--- config.mk ---
export PLATFORM = sky130hd
export DESIGN_NAME = spk_pwm_decoder
export DESIGN_NICKNAME = d
export VERILOG_FILES = /design/src/rtl/spk_pwm_decoder.sv
export SDC_FILE = /design/constraint.sdc
export NUM_CORES = 1
export LEC_CHECK = 0
export ABC_AREA = 0
export CAP_MARGIN = 10
export CORE_MARGIN = 1
export CORE_UTILIZATION = 40
export DETAILED_ROUTE_END_ITERATION = 12
export GPL_ROUTABILITY_DRIVEN = 0
export GPL_TIMING_DRIVEN = 0
export MAX_ROUTING_LAYER = met4
export PLACE_DENSITY = 0.75
export SLEW_MARGIN = 20
export SYNTH_ARGS = -nofsm -noshare
export SYNTH_HDL_FRONTEND = slang
export SYNTH_SLANG_ARGS = --single-unit
export TNS_END_PERCENT = 100
--- constraint.sdc ---
create_clock -name Clk -period 4.8 [get_ports Clk]
set_clock_uncertainty 0.1 [all_clocks]
set_input_delay 0.96 -clock Clk [delete_from_list [all_inputs] [get_ports Clk]]
set_output_delay 0.96 -clock Clk [all_outputs]
set_load 0.005 [all_outputs]
--- src/rtl/spk_pwm_decoder.sv ---
// Recovers 5-bit samples from the SPK pulse-width stream by measuring pulse high time.
// Define SPK_DECODE_TIMEOUT_EN to build silent-frame emission and stuck-high detection.
module spk_pwm_decoder #(
  parameter int FRAME_CYCLES = 6252,
  parameter int GUARD        = 64,
  parameter int MAX_WIDTH    = 27
) (
  input  logic       Clk,
  input  logic       reset_n,
  input  logic       SPK,
  output logic [4:0] sample,
  output logic       sample_valid,
  input  logic       sample_ready,
  output logic       frame_tick,
  output logic       overrun,
  output logic       pw_err,
  input  logic       clear_flags
);

  localparam logic [4:0] MAX_W = 5'(MAX_WIDTH);
  localparam logic [4:0] SAT_W = 5'd31;

  // Saturated widths must always read as over-width, and a frame must fit a legal pulse.
  if (MAX_WIDTH >= 31 || FRAME_CYCLES + GUARD <= MAX_WIDTH + 2) begin : g_cfg_check
    $error("spk_pwm_decoder: inconsistent FRAME_CYCLES/GUARD/MAX_WIDTH");
  end

`ifdef SPK_DECODE_TIMEOUT_EN
  typedef enum logic [1:0] {IDLE, HIGH, STUCK} state_e;
  localparam int TO_W = $clog2(FRAME_CYCLES + GUARD + 1);
  localparam logic [TO_W-1:0] TO_LAST = TO_W'(FRAME_CYCLES + GUARD - 1);
  logic [TO_W-1:0] tmo_q, tmo_d;
  logic            tmo_hit;
`else
  typedef enum logic {IDLE, HIGH} state_e;
`endif

  state_e     state_q, state_d;
  logic       s1_q, s2_q;
  logic [4:0] width_q, width_d;
  logic [4:0] sample_q, sample_d;
  logic       valid_q, valid_d;
  logic       tick_q, tick_d;
  logic       ovr_q, ovr_d;
  logic       err_q, err_d;
  logic       emit, err_set, ovr_set, xfer;
  logic [4:0] emit_val;

`ifdef SPK_DECODE_TIMEOUT_EN
  assign tmo_hit = (tmo_q == TO_LAST);
`endif

  always_comb begin
    state_d  = state_q;
    width_d  = width_q;
    emit     = 1'b0;
    emit_val = '0;
    err_set  = 1'b0;
`ifdef SPK_DECODE_TIMEOUT_EN
    tmo_d    = tmo_q + 1'b1;
`endif
    case (state_q)
      IDLE: begin
        if (s2_q) begin
          state_d = HIGH;
          width_d = 5'd1;
`ifdef SPK_DECODE_TIMEOUT_EN
          tmo_d   = '0;
        end else if (tmo_hit) begin
          emit    = 1'b1;
`endif
        end
      end
      HIGH: begin
        if (s2_q) begin
          if (width_q != SAT_W) width_d = width_q + 5'd1;
`ifdef SPK_DECODE_TIMEOUT_EN
          if (tmo_hit) begin
            emit    = 1'b1;
            err_set = 1'b1;
            state_d = STUCK;
          end
`endif
        end else begin
          emit    = 1'b1;
          state_d = IDLE;
          if (width_q <= MAX_W) emit_val = width_q;
          else                  err_set  = 1'b1;
        end
      end
`ifdef SPK_DECODE_TIMEOUT_EN
      // Held high past the frame: wait for the line to drop, still reporting silence.
      STUCK: begin
        if (!s2_q)   state_d = IDLE;
        if (tmo_hit) emit    = 1'b1;
      end
`endif
      default: state_d = IDLE;
    endcase
`ifdef SPK_DECODE_TIMEOUT_EN
    if (emit) tmo_d = '0;
`endif
  end

  always_comb begin
    sample_d = sample_q;
    valid_d  = valid_q;
    ovr_set  = 1'b0;
    xfer     = valid_q & sample_ready;
    tick_d   = emit;
    if (emit) begin
      if (!valid_q || xfer) begin
        sample_d = emit_val;
        valid_d  = 1'b1;
      end else begin
        ovr_set  = 1'b1;
      end
    end else if (xfer) begin
      valid_d = 1'b0;
    end
    // A set in the same cycle as a clear wins.
    ovr_d = ovr_set ? 1'b1 : (clear_flags ? 1'b0 : ovr_q);
    err_d = err_set ? 1'b1 : (clear_flags ? 1'b0 : err_q);
  end

  always_ff @(posedge Clk or negedge reset_n) begin
    if (!reset_n) begin
      s1_q     <= 1'b0;
      s2_q     <= 1'b0;
      state_q  <= IDLE;
      width_q  <= '0;
      sample_q <= '0;
      valid_q  <= 1'b0;
      tick_q   <= 1'b0;
      ovr_q    <= 1'b0;
      err_q    <= 1'b0;
    end else begin
      s1_q     <= SPK;
      s2_q     <= s1_q;
      state_q  <= state_d;
      width_q  <= width_d;
      sample_q <= sample_d;
      valid_q  <= valid_d;
      tick_q   <= tick_d;
      ovr_q    <= ovr_d;
      err_q    <= err_d;
    end
  end

`ifdef SPK_DECODE_TIMEOUT_EN
  always_ff @(posedge Clk or negedge reset_n) begin
    if (!reset_n) tmo_q <= '0;
    else          tmo_q <= tmo_d;
  end
`endif

  assign sample       = sample_q;
  assign sample_valid = valid_q;
  assign frame_tick   = tick_q;
  assign overrun      = ovr_q;
  assign pw_err       = err_q;

endmodule

# [Word-level counts from Yosys, hierarchy flattened]
# Index checks and enable logic that the tools add are counted.
[word_totals] in_bits=5 rom_bits=0 out_inout_bits=9 word_cells=47 mem_bits_rw=0 reg_bits=17 latch_bits=0 n_memories=0
[classes] reduce_logical=8 add_sub_neg=1 bitwise_logic=2 multipliers=0 muxes=21 n_lt_le_gt_ge=1 n_shift=0 eq_ne=5 n_div=0
[ops] cell="$mux 5" count=6
[ops] cell="$mux 1" count=14
[ops] cell="$pmux 5 s2" count=1
[ops] cell="$ne 2x1->1 const B" count=3
[ops] cell="$reduce_bool 2->1" count=3
[ops] cell="$add 5x1->5 const B" count=1
[ops] cell="$le 5x5->1 const B" count=1
[ops] cell="$ne 5x5->1 const B" count=1
[ops] cell="$reduce_and 2->1" count=2
[ops] cell="$reduce_and 3->1" count=1
[ops] cell="$ne 2x2->1 const B" count=1
[ops] cell="$and 1x1->1" count=1
[ops] cell="$logic_not 1->1" count=1
[ops] cell="$logic_or 1x1->1" count=1
[ops] cell="$not 1->1" count=1

# [Depth between registers and ports, before layout]
[depth] word_depth=5 mapped_depth=6

# [Least setup slack after synthesis]
# Ideal clock, no wire load.
[synth_timing] path_kind="in2reg" from="input port sample_ready" to="register sample_q[2] (netlist: sample[2])" path_slack_ns=3.007 stages=4 arrival_ns=1.574 required_ns=4.581 n_path_buf=1 setup_ns=0.119 cell_sequence="nand2b_1 > clkbuf_1 > nand2_2 > a21bo_1"
[synth_between] elab_chain_cells=3
[synth_lines] item="from (decl)" line="13" text="input logic sample_ready,"
[synth_lines] item="$and 1x1->1" line="109" text="xfer = valid_q & sample_ready;"
[synth_lines] item="$logic_or 1x1->1" line="112" text="if (!valid_q || xfer) begin"
[synth_lines] item="$reduce_and 2->1 (no source line)"
[synth_lines] item="to (signal assigned)" line="142" text="sample_q <= sample_d;"
[synth_lines] item="to (decl)" line="41" text="logic [4:0] sample_q, sample_d;"
# No other way between the ends.
# A chain may end at the register's enable or synchronous reset.

# [Worst setup path in the final report]
[layout_timing] from="register sample_q[4] (netlist: sample[4])" to="output port sample[4]"
[layout_rtl] item="to (decl)" line="11" text="output logic [4:0] sample,"
# No word-level cell between the ends.

==> qor.txt <==
GRT Max-Usage Layer = met2
Worst reg-to-reg setup slack = 2.98 ns
Synth Area in XOR/XNOR = 0
Worst path max stage delay = 0.51 ns
Number of synthesized flops with an enable pin = 0
Antenna cells = 0
Multiplexer share of the synthesized area = 0
Via count = 571
Yosys warning count = 0
Final Setup Violations = 0
Largest family of logic cells by synthesized area = compound AO/OA/AOI/OAI gates
Top post-synthesis cells by count = 17 x dfrtp_1, 6 x inv_1, 6 x nand3_1, 5 x a21oi_1, 5 x o2bb2ai_1
Post-Synthesis Cells = 65
CTS tree = built
Synth Area in Compound Gates = 0.186
Largest net degree at the start of global routing = 18
Instance count on the critical path = 1
Hold buffer count at CTS = 0
Final HPWL DP = 918 um
Yosys top cell area share = 0.579
Synth Register Bits = 17
FF-to-FF Start = width_q[1]
Final #Nets = 90
Met1 GRT Util = 0.205
Cell taking the most area after synthesis = dfrtp_1
Tot GR Track Use = 0.157
I/O pins = 14
Cell Area, Placed = 896 um2
Max-Cap Viols = 0
# rows = 15
Crit Path Class = reg -> out
Grt total ovfl = 0
Layout area overhead = 25.6%
Vias in the first global route = 513
Clock Path Buffers = 2
Die area = 0.00201 mm2
WL final = 1.34 mm
Status = finished clean
Synthesized-area fraction occupied by adder cells = 0.0341
Hold WC Path Type = reg -> reg
Static Leakage = 0.000406 uW
Worst path cell trace = clkdlybuf4s50_1
Setup tns final = 0 ns
Crit path max-delay family = buffers and inverters
Die Span X = 44.9 um
Synth Area per Inst = 11.3 um2
Share of layout cells above drive strength 1 = 0.0732
Slowest-stage cell, CP = clkdlybuf4s50_1
# port buffers = 13
Commonest register cell after synthesis = dfrtp_1
Clock-pin slew on the worst setup and hold paths = 0.09 ns
Pre-antenna DRT Iters = 4
Clock Latency Late Sink = 0.29 ns
Worst Setup End Kind = primary output
Critical path arrival = 1.16 ns
GR Util met2 = 0.224
Clock root cell = clkbuf_4
Area of the core = 0.00173 mm2
Reg-to-Reg End = width_q[4]
Final Max Slew Viols = 0
R2R depth = 6
Initial antenna violation count = 0
CP Launch Point = sample[4]
Tmin final = 2.22 ns
First-pass GRT wire length = 2.17 mm
DR WL/cell = 12.5 um
Cell area after layout = 922 um2
Post-CTS Resized = 0
Starting Density = 0.425
Die Ht = 44.9 um
Final Hold Fails = 0
Postcts setup bufs = 0
Synth unique cells = 23
Ys async rst share = 1.00
Simple-Gate Fraction of Synth Area = 0.157
ANT nets after route = 0
Cts bufs inserted = 3
Count leader, synth = dfrtp_1
Seq/Total Area, Yosys = 0.579
Syn Std Cell Area = 734 um2
Synth top area cells = dfrtp_1 58%, o2bb2ai_1 6.0%, nand3_1 4.1%, a21oi_1 3.4%, ha_1 3.4%
Net Count, Synth = 72
Drt first-iter violations = 7
Critical Path RT = 3.74 ns
Worst Path Buf+Inv = 1
Met3 usage = 0.0360
PD cells = 357 mW/mm2
CTS Sinks = 17
Vias/cell = 5.34
CP max FO = 2
DR DRC count = 0
Period utilization = 0.462
Worst Setup Start Kind = flip-flop
Worst-margin pin slew = 0.741 ns
Hold slack = 0.260 ns
RSZ-0062 raised after global routing = no
Max IR drop VDD = 0.000216 V
Rel. slew slack = 0.504
Worst setup endpoint = sample[4]
Fmax = 0.451 GHz
# H-tree levels = 1
-- area by class of cell --
class | count | area [um2]
fillers | 168 | 805
flip-flops and latches | 17 | 425
multi-input cells | 40 | 277
repair buffers | 13 | 130
well taps | 25 | 31.3
inverters | 7 | 28.8
clock buffers | 4 | 26.3
plain buffers | 1 | 3.75
-- cell usage in the layout (no fill, tap or decap), drive strengths merged --
cell           instances
a22o                   1
a22oi                  2
nand2b                 2
o221ai                 1
nand3b                 2
o2bb2ai                5
clkdlybuf4s50         13
ha                     2
a21oi                  5
a21bo                  1
dfrtp                 17
a31oi                  1
nand2                  5
nand4                  1
nand4b                 1
and3                   1
and2b                  1
inv                    7
nand3                  6
clkbuf                 5
o22ai                  3
-- kinds of logic after synthesis --
family / after synthesis
adder cells (fa/ha/maj): 2
AND/OR/NAND/NOR: 19
flip-flops: 17
buffers and inverters: 8
AO/OA/AOI/OAI: 19
-- worst min path at each step --
stage | startpoint | endpoint | slack (ns) | depth (start not counted)
after floorplan | s1_q | s2_q | 0.23 | 0
after global placement | s1_q | s2_q | 0.24 | 0
after detailed placement | s1_q | s2_q | 0.24 | 0
after CTS | s1_q | s2_q | 0.26 | 0
after global routing | s1_q | s2_q | 0.28 | 0
final | s1_q | s2_q | 0.26 | 0
-- sequential cells by signal, indices dropped and copies added (netlist names) --
name,count
sample,5
sample_valid,1
overrun,1
s1_q,1
frame_tick,1
s2_q,1
width_q,5
pw_err,1
state_q,1
-- power breakdown --
part	switching (uW)	leakage (uW)	internal (uW)	total (uW)
clock network	43.2	0.0000150	32.4	75.6
registers	19.9	0.000217	163	183
logic	30.2	0.000175	40.4	70.7
-- metal layers --
layer | vias to the layer above | share of wire
met3 | 5 | 0.051
met5 | - | 0
met1 | 273 | 0.48
met2 | 21 | 0.44
met4 | 0 | 0.023
li1 | 272 | -
-- stage by stage --
stage	setup WS [ns]	cells	util	power, uW
4_1_cts	2.57	107	0.534	334
5_1_grt	2.54	107	0.534	350
3_3_place_gp	2.45	103	0.519	254
3_5_place_dp	2.46	103	0.519	255
6_report	2.58	107	0.534	330
2_1_floorplan	3.01	65	-	218
Note: power is estimated with default switching activity, not from simulation.
